--- src/rtl/imem_fetch_ctrl_pkg.sv ---
// Shared constants for the instruction-memory fetch/load controller.
// State codes are plain constants so legacy tools can consume them.
package imem_ctrl_pkg;
   localparam int INSTR_BYTES = 2;

   localparam logic [2:0] ST_IDLE    = 3'd0;
   localparam logic [2:0] ST_LOAD_HI = 3'd1;
   localparam logic [2:0] ST_LOAD_LO = 3'd2;
   localparam logic [2:0] ST_LOAD_WR = 3'd3;
   localparam logic [2:0] ST_RUN     = 3'd4;
endpackage

--- src/rtl/imem_fetch_ctrl_if.sv ---
// Bundle of load, fetch-control, memory and decode-side signals of the controller.
// master = controller side, slave = environment (memory, loader, decode).
interface imem_fetch_ctrl_if #(
   parameter int PROG_CTR_WID = 10,
   parameter int INSTR_WID    = 16
);
   logic                    run_en;
   logic                    load_req;
   logic                    load_valid;
   logic [7:0]              load_byte;
   logic                    load_ready;
   logic                    load_done;
   logic                    branch_taken;
   logic [PROG_CTR_WID-1:0] branch_target;
   logic                    stall;
   logic [PROG_CTR_WID-1:0] mem_addr;
   logic                    mem_we;
   logic [INSTR_WID-1:0]    mem_wdata;
   logic [INSTR_WID-1:0]    mem_rdata;
   logic [INSTR_WID-1:0]    instr_out;
   logic [PROG_CTR_WID-1:0] prog_ctr;
   logic                    instr_valid;

   modport master (
      input  run_en, load_req, load_valid, load_byte, branch_taken, branch_target,
             stall, mem_rdata,
      output load_ready, load_done, mem_addr, mem_we, mem_wdata, instr_out,
             prog_ctr, instr_valid
   );

   modport slave (
      output run_en, load_req, load_valid, load_byte, branch_taken, branch_target,
             stall, mem_rdata,
      input  load_ready, load_done, mem_addr, mem_we, mem_wdata, instr_out,
             prog_ctr, instr_valid
   );
endinterface

--- src/rtl/imem_fetch_ctrl_load_assembler.sv ---
// Packs the high-byte-first load stream into one instruction word.
// Abort drops any half-assembled word so it can never reach memory.
module imem_load_assembler
   import imem_ctrl_pkg::*;
(
   input  logic                       clk,
   input  logic                       reset,
   input  logic                       active,
   input  logic                       want_lo,
   input  logic                       abort,
   input  logic                       byte_valid,
   input  logic [7:0]                 byte_in,
   output logic                       byte_ready,
   output logic                       hi_taken,
   output logic                       lo_taken,
   output logic [8*INSTR_BYTES-1:0]   word
);
   logic [7:0] hi;
   logic [7:0] lo;

   assign byte_ready = active;
   assign hi_taken   = active && byte_valid && !abort && !want_lo;
   assign lo_taken   = active && byte_valid && !abort &&  want_lo;
   assign word       = {hi, lo};

   always_ff @(posedge clk) begin
      if (reset) begin
         hi <= '0;
         lo <= '0;
      end else if (abort) begin
         hi <= '0;
         lo <= '0;
      end else begin
         if (hi_taken) hi <= byte_in;
         if (lo_taken) lo <= byte_in;
      end
   end
endmodule

--- src/rtl/imem_fetch_ctrl.sv ---
// Sole owner of the instruction memory port: byte-stream program load,
// then pipelined fetch with stall hold and branch redirect.
module imem_fetch_ctrl
   import imem_ctrl_pkg::*;
#(
   parameter int PROG_CTR_WID = 10,
   parameter int INSTR_WID    = 16
)(
   input  logic               clk,
   input  logic               reset,
   imem_fetch_ctrl_if.master  bus
);
   logic [2:0]              state;
   logic [PROG_CTR_WID-1:0] fetch_pc;
   logic [PROG_CTR_WID-1:0] pend_pc;
   logic [PROG_CTR_WID-1:0] load_addr;
   logic [PROG_CTR_WID-1:0] prog_ctr_q;
   logic [INSTR_WID-1:0]    instr_q;
   logic                    pend;
   logic                    instr_valid_q;
   logic                    load_done_q;

   logic                    load_active;
   logic                    load_abort;
   logic                    hi_taken;
   logic                    lo_taken;
   logic [INSTR_WID-1:0]    word;

   assign load_active = (state == ST_LOAD_HI) || (state == ST_LOAD_LO);
   assign load_abort  = load_active && !bus.load_req;

   imem_load_assembler u_asm (
      .clk        (clk),
      .reset      (reset),
      .active     (load_active),
      .want_lo    (state == ST_LOAD_LO),
      .abort      (load_abort),
      .byte_valid (bus.load_valid),
      .byte_in    (bus.load_byte),
      .byte_ready (bus.load_ready),
      .hi_taken   (hi_taken),
      .lo_taken   (lo_taken),
      .word       (word)
   );

   // While stalled, re-read the in-flight word so mem_rdata is still valid on release.
   always_comb begin
      bus.mem_addr = fetch_pc;
      case (state)
         ST_LOAD_WR: bus.mem_addr = load_addr;
         ST_RUN:     bus.mem_addr = bus.stall ? pend_pc : fetch_pc;
         default:    bus.mem_addr = fetch_pc;
      endcase
   end

   assign bus.mem_we      = (state == ST_LOAD_WR);
   assign bus.mem_wdata   = word;
   assign bus.load_done   = load_done_q;
   assign bus.instr_out   = instr_q;
   assign bus.prog_ctr    = prog_ctr_q;
   assign bus.instr_valid = instr_valid_q;

   always_ff @(posedge clk) begin
      if (reset) begin
         state         <= ST_IDLE;
         fetch_pc      <= '0;
         pend_pc       <= '0;
         load_addr     <= '0;
         prog_ctr_q    <= '0;
         instr_q       <= '0;
         pend          <= 1'b0;
         instr_valid_q <= 1'b0;
         load_done_q   <= 1'b0;
      end else begin
         load_done_q <= 1'b0;
         case (state)
            ST_IDLE: begin
               if (bus.load_req) begin
                  state     <= ST_LOAD_HI;
                  load_addr <= '0;
               end else if (bus.run_en) begin
                  state <= ST_RUN;
               end
            end
            ST_LOAD_HI: begin
               if (!bus.load_req) begin
                  state       <= ST_IDLE;
                  load_done_q <= 1'b1;
               end else if (hi_taken) begin
                  state <= ST_LOAD_LO;
               end
            end
            ST_LOAD_LO: begin
               if (!bus.load_req) begin
                  state       <= ST_IDLE;
                  load_done_q <= 1'b1;
               end else if (lo_taken) begin
                  state <= ST_LOAD_WR;
               end
            end
            ST_LOAD_WR: begin
               load_addr <= load_addr + 1'b1;
               if (&load_addr) begin
                  state       <= ST_IDLE;
                  load_done_q <= 1'b1;
               end else begin
                  state <= ST_LOAD_HI;
               end
            end
            ST_RUN: begin
               if (!bus.stall) begin
                  if (!bus.run_en) begin
                     state         <= ST_IDLE;
                     pend          <= 1'b0;
                     instr_valid_q <= 1'b0;
                  end else if (bus.branch_taken) begin
                     fetch_pc      <= bus.branch_target;
                     pend          <= 1'b0;
                     instr_valid_q <= 1'b0;
                  end else begin
                     pend     <= 1'b1;
                     pend_pc  <= fetch_pc;
                     fetch_pc <= fetch_pc + 1'b1;
                     if (pend) begin
                        instr_q       <= bus.mem_rdata;
                        prog_ctr_q    <= pend_pc;
                        instr_valid_q <= 1'b1;
                     end else begin
                        instr_valid_q <= 1'b0;
                     end
                  end
               end
            end
            default: state <= ST_IDLE;
         endcase
      end
   end
endmodule

--- src/flat_wrapper.sv ---
// flat-port wrapper written by rule: the top's interface ports become plain ports
module imem_fetch_ctrl_flat import imem_ctrl_pkg::*;
#(
   parameter int PROG_CTR_WID = 10,
   parameter int INSTR_WID    = 16
)
  (clk, reset, bus_run_en, bus_load_req, bus_load_valid, bus_load_byte, bus_branch_taken, bus_branch_target, bus_stall, bus_mem_rdata, bus_load_ready, bus_load_done, bus_mem_addr, bus_mem_we, bus_mem_wdata, bus_instr_out, bus_prog_ctr, bus_instr_valid);
  imem_fetch_ctrl_if #(.PROG_CTR_WID(PROG_CTR_WID), .INSTR_WID(INSTR_WID)) bus_i ();
  input  logic clk;
  input  logic reset;
  input wire logic [$bits(bus_i.run_en)-1:0] bus_run_en;
  input wire logic [$bits(bus_i.load_req)-1:0] bus_load_req;
  input wire logic [$bits(bus_i.load_valid)-1:0] bus_load_valid;
  input wire logic [$bits(bus_i.load_byte)-1:0] bus_load_byte;
  input wire logic [$bits(bus_i.branch_taken)-1:0] bus_branch_taken;
  input wire logic [$bits(bus_i.branch_target)-1:0] bus_branch_target;
  input wire logic [$bits(bus_i.stall)-1:0] bus_stall;
  input wire logic [$bits(bus_i.mem_rdata)-1:0] bus_mem_rdata;
  output wire logic [$bits(bus_i.load_ready)-1:0] bus_load_ready;
  output wire logic [$bits(bus_i.load_done)-1:0] bus_load_done;
  output wire logic [$bits(bus_i.mem_addr)-1:0] bus_mem_addr;
  output wire logic [$bits(bus_i.mem_we)-1:0] bus_mem_we;
  output wire logic [$bits(bus_i.mem_wdata)-1:0] bus_mem_wdata;
  output wire logic [$bits(bus_i.instr_out)-1:0] bus_instr_out;
  output wire logic [$bits(bus_i.prog_ctr)-1:0] bus_prog_ctr;
  output wire logic [$bits(bus_i.instr_valid)-1:0] bus_instr_valid;
  assign bus_i.run_en = bus_run_en;
  assign bus_i.load_req = bus_load_req;
  assign bus_i.load_valid = bus_load_valid;
  assign bus_i.load_byte = bus_load_byte;
  assign bus_i.branch_taken = bus_branch_taken;
  assign bus_i.branch_target = bus_branch_target;
  assign bus_i.stall = bus_stall;
  assign bus_i.mem_rdata = bus_mem_rdata;
  assign bus_load_ready = bus_i.load_ready;
  assign bus_load_done = bus_i.load_done;
  assign bus_mem_addr = bus_i.mem_addr;
  assign bus_mem_we = bus_i.mem_we;
  assign bus_mem_wdata = bus_i.mem_wdata;
  assign bus_instr_out = bus_i.instr_out;
  assign bus_prog_ctr = bus_i.prog_ctr;
  assign bus_instr_valid = bus_i.instr_valid;
  imem_fetch_ctrl #(.PROG_CTR_WID(PROG_CTR_WID), .INSTR_WID(INSTR_WID)) u_core (.clk(clk), .reset(reset), .bus(bus_i));
endmodule
--- config.mk ---
export PLATFORM = sky130hd
export DESIGN_NAME = imem_fetch_ctrl_flat
export DESIGN_NICKNAME = d
export VERILOG_FILES = /design/src/rtl/imem_fetch_ctrl_pkg.sv /design/src/rtl/imem_fetch_ctrl_if.sv /design/src/rtl/imem_fetch_ctrl_load_assembler.sv /design/src/rtl/imem_fetch_ctrl.sv /design/src/flat_wrapper.sv
export SDC_FILE = /design/constraint.sdc
export NUM_CORES = 1
export LEC_CHECK = 0
export CAP_MARGIN = 20
export CORE_ASPECT_RATIO = 1.25
export CORE_UTILIZATION = 51
export CTS_CLUSTER_DIAMETER = 50
export CTS_CLUSTER_SIZE = 30
export DETAILED_ROUTE_END_ITERATION = 10
export GPL_ROUTABILITY_DRIVEN = 1
export MAX_ROUTING_LAYER = met4
export PLACE_DENSITY = 0.85
export SYNTH_ARGS = -nofsm -noshare
export SYNTH_HDL_FRONTEND = slang
export SYNTH_SLANG_ARGS = --single-unit
--- constraint.sdc ---
create_clock -name clk -period 5.2 [get_ports clk]
set_clock_uncertainty 0.2 [all_clocks]
set_input_delay 1.04 -clock clk [delete_from_list [all_inputs] [get_ports clk]]
set_output_delay 1.04 -clock clk [all_outputs]
set_load 0.005 [all_outputs]
**Yosys cells after proc, flatten, opt, wreduce, memory -nomap -nowiden**

Cells that the tools add are included.

- Add/subtract/negate cells: 2
- Equality and inequality tests: 10
- Muxes and demuxes: 23
- Bitwise gates (word level): 2
- Reduce and logical (&&, ||, !) cells: 20

Operator list:

| kind | number |
|---|---|
| one-hot mux 10 bit (2 select lines) | 2 |
| 2-to-1 mux 10 bit | 3 |
| 2-to-1 mux 3 bit | 8 |
| adder 10 x 1 -> 10 bit, second input constant | 2 |
| one-hot mux 3 bit (5 select lines) | 1 |
| AND reduction 10 bit | 1 |
| AND reduction 5 bit | 2 |
| 2-to-1 mux 1 bit | 8 |
| equality test 3 x 2 -> 1 bit, second input constant | 2 |
| inequality test 2 bit, second input constant | 3 |
| inequality test 3 x 2 -> 1 bit, second input constant | 2 |
| logical AND 1 bit | 5 |
| AND reduction 2 bit | 2 |
| AND reduction 4 bit | 1 |
| OR reduction 2 bit | 2 |
| equality test 3 x 1 -> 1 bit, second input constant | 1 |
| equality test 3 bit, second input constant | 1 |
| logical NOT 1 bit | 3 |
| logical NOT 3 bit | 1 |
| inequality test 3 bit, second input constant | 1 |
| AND reduction 3 bit | 1 |
| NOT 1 bit | 2 |
| one-hot mux 1 bit (2 select lines) | 1 |
| nonzero test 2 bit | 1 |
| logical OR 1 bit | 1 |

- Register bits: 78
- Input port bits: 41
- Output and inout port bits: 56
- Logic and storage cells: 68

**Logic depth before layout (Yosys ltp)**

- Depth after elaboration: 9
- Gate-level depth with buffers: 7
- Depth with buffers taken out: 5

**Modules after synthesis**

Synthesis repeated with hierarchy kept, for this count alone.

- Cells, all modules: 427
- Area, all modules: 3674.8 um^2

By module, submodules not included:

| module | times used | cells an instance | area each (um^2) | seq. area each (um^2) |
|---|---|---|---|---|
| imem_fetch_ctrl | 1 | 361 | 2904.0 | 1241.2 |
| imem_load_assembler | 1 | 66 | 770.7 | 320.3 |

**Worst setup path after synthesis**

OpenSTA, ideal clock, no wires.

- Path kind: input-to-output
- Start: in bus_stall
- End: out bus_mem_addr[4]
- Data arrival time: 1.846 ns
- Data required time: 3.960 ns
- Slack: 2.114 ns
- Cell stages on the path: 3
- Path buffers: 1
- Cell sequence: nor4bb_1 > clkbuf_1 > a221o_1

- Word-level cells in the longest chain between the ends: 2

RTL lines:

| element | RTL line | RTL |
|---|---|---|
| start, declared | flat_wrapper.sv:17 | `input wire logic [$bits(bus_i.stall)-1:0] bus_stall;` |
| 2-to-1 mux 10 bit | imem_fetch_ctrl.sv:51 | `ST_RUN: bus.mem_addr = bus.stall ? pend_pc : fetch_pc;` |
| one-hot mux 10 bit (2 select lines) | imem_fetch_ctrl.sv:49 | `case (state)` |
| end, declared | flat_wrapper.sv:21 | `output wire logic [$bits(bus_i.mem_addr)-1:0] bus_mem_addr;` |

Every way passes these cells.

**Final worst setup path**

Same ends and word-level chain as after synthesis.

==> reports/results.txt <==
run status = completed
vias per inst = 5.475
Post-CTS Setup Bufs = 0
Post-Synth XOR/XNOR Area = 0.002558
f_max = 0.2291 GHz
antenna violations before repair = 0
fin. max-slew vios = 0
pre-CTS setup slack = 0.8491 ns
Synth Area in Adders = 0.007307
Max Root-Sink Buffers = 2
setup_tns = 0 ns
Die Wd = 75.29 um
Die Span Y = 93.62 um
via count = 3263
n_diodes = 0
Synth Area in Simple Gates = 0.2426
CTS clk-pin slew, worst paths = 0.08 ns
DIE AREA = 0.007048 mm^2
synth warn = 0
Top cell by count, worst path = clkdlybuf4s50_1
RSZ-0062 raised after global routing = no
CTS tree = yes
critical path launch point type = input pin
final net count = 547
main combinational cell family by area after synthesis = simple AND/OR/NAND/NOR gates
commonest non-fill, non-tap cell in the layout = clkdlybuf4s50_1
core area = 0.006524 mm^2
top post-synthesis cells by area = dfxtp_1, nand2_1, mux2i_1, a21oi_1, nor2_1
post-route ant nets = 0
total global-route track usage = 0.2678
Post-Syn Nets = 464
leakage power = 0.001713 uW
worst-skew pair later-pin latency = 0.36 ns
Final min period = 4.366 ns
Rows = 33
Synth top area share = 0.4560
worst setup margin = 0.8342 ns
cell taking the most area after synthesis = dfxtp_1
Initial DRT Pass Iterations = 4
post-synthesis mux area share = 0.08513
synth unique cells = 47
DP HPWL = 6183 um
global placement routability congestion = 0.8492
power per cell area = 253.2 mW/mm^2
DRC Markers = 0
initial core utilization = 0.5249
global-route wire length before repair = 14070 um
total CTS buffers = 9
WS Path Type = input pin to primary output
share of cells above drive strength 1 = 0.05305
IO Port Bufs = 96
Syn Inst Count = 421
Synth-to-Final Area Change = 34.97%
Total Wirelength = 8732 um
delay-heaviest family, CP = buffers and inverters
Worst Max-Slew Pin Slew = 0.8738 ns
grt ovf = 0
worst rel slew slack = 0.4175
Overall Power = 1170 uW
hold-fix buffers at CTS = 0
setup violators final = 0
max-cap viol count = 0
H-tree levels = 3
Root Buffer Master = clkbuf_8
Post-synth EDFFs = 0
Ports = 97
largest net degree at the start of global routing = 63
WP data arrival = 3.13 ns
fin crit share = 0.8396
register area share after synthesis = 0.4560
Synth async-reset ratio = 0
synthesized area = 0.003425 mm^2
Fin. Hold Viols = 0
crit-path cells = clkdlybuf4s50_1, nor4bb_1, buf_4, nor2_1, a221o_1, clkdlybuf4s50_1
Synth Area in Compound Gates = 0.1637
crit end category = primary output
# clock sinks = 78
synthesis-stage register bit count = 78
Critical path buffers and inverters = 3
prevailing post-synth register cell = dfxtp_1
Iter 0 DRT Violations = 213
syn avg cell area = 8.134 um^2
worst vdd ir = 0.2091 mV
critical path's slowest cell = clkdlybuf4s50_1
CP max FO = 11
Worst Path Required = 3.96 ns
most frequent cells in the layout = clkdlybuf4s50_1, nand2_1, dfxtp_1
Hold Crit Class = register to register
wire per inst = 14.65 um
Resized cells post-CTS = 0
Crit path largest cell delay = 0.52 ns
number of global-route vias before repair = 3162
final hold slack = 0.2558 ns
[where the power goes]
group	internal, uW	switching (uW)
logic	51.4	43.4
registers	602	8.25
clock network	237	228
total	890	280
[path summary, 6_finish.rpt]
check,start,endpoint,slack (ns),depth (start not counted)
setup / recovery,bus_stall,bus_mem_addr[4],0.83,6
hold reg to reg,u_core.bus.prog_ctr[9]$_SDFFE_PP0P_,u_core.bus.prog_ctr[9]$_SDFFE_PP0P_,0.26,2
setup reg to reg,u_core.state[2]$_SDFFE_PP0P_,u_core.bus.prog_ctr[3]$_SDFFE_PP0P_,2.71,4
hold / removal,u_core.bus.prog_ctr[9]$_SDFFE_PP0P_,u_core.bus.prog_ctr[9]$_SDFFE_PP0P_,0.26,2
[registers in the layout, indices dropped and copies added, names as in the netlist]
signal / count
u_core.u_asm.lo: 8
u_core.pend_pc: 10
u_core.pend: 1
u_core.bus.instr_out: 16
u_core.bus.load_done: 1
u_core.fetch_pc: 10
u_core.load_addr: 10
u_core.bus.instr_valid: 1
u_core.u_asm.hi: 8
u_core.state: 3
u_core.bus.prog_ctr: 10
[cell usage after synthesis (all sizes together) (4+ instances only)]
| cell type | number |
|---|---|
| nor2 | 48 |
| nand4 | 5 |
| clkbuf | 20 |
| nand3 | 9 |
| nand2 | 91 |
| dfxtp | 78 |
| buf | 9 |
| inv | 6 |
| mux2i | 28 |
| a31oi | 4 |
| a22oi | 11 |
| a21oi | 38 |
| o21ai | 15 |
| nor3 | 6 |
[cells by family (layout without fill, tap and decap cells)]
group,count (synthesis),after routing
buffers and inverters,35,123
AO/OA/AOI/OAI,90,90
flip-flops,78,78
XOR/XNOR,1,1
AND/OR/NAND/NOR,186,186
adder cells (fa/ha/maj),2,2
multiplexers,29,29
[cell type report]
class,instances,area [um^2]
clock buffer,10,137.6
tap,87,108.9
sequential,78,1562
timing repair buffer,101,1006
fill,555,1902
clock inverter,6,68.82
multi-input combinational,308,1717
inverter,6,22.52
[metal layers]
metal,global-route usage,wire length [um],vias to the layer above,share of wire
met2,0.4747,4483,118,0.51
li1,-,-,1630,-
met3,0.05927,620,8,0.071
met5,-,0,-,0
met1,0.2813,3543,1507,0.41
met4,0.1065,85,0,0.0097
[metrics by stage]
| stage | std cells | utilization | area, um^2 |
|---|---|---|---|
| after global placement | 579 | 0.6738 | 4395 |
| after detailed placement | 579 | 0.6738 | 4395 |
| after CTS | 595 | 0.7054 | 4602 |
| final | 596 | 0.7085 | 4622 |
| after global routing | 596 | 0.7085 | 4622 |
| after floorplan | 421 | - | 3425 |
[worst min-delay path: stages, from the launching register on]
cell	delay, ns
dfxtp_1	0.31
nand2_1	0.05
a21oi_1	0.05
(Power assumes the default switching activity.)
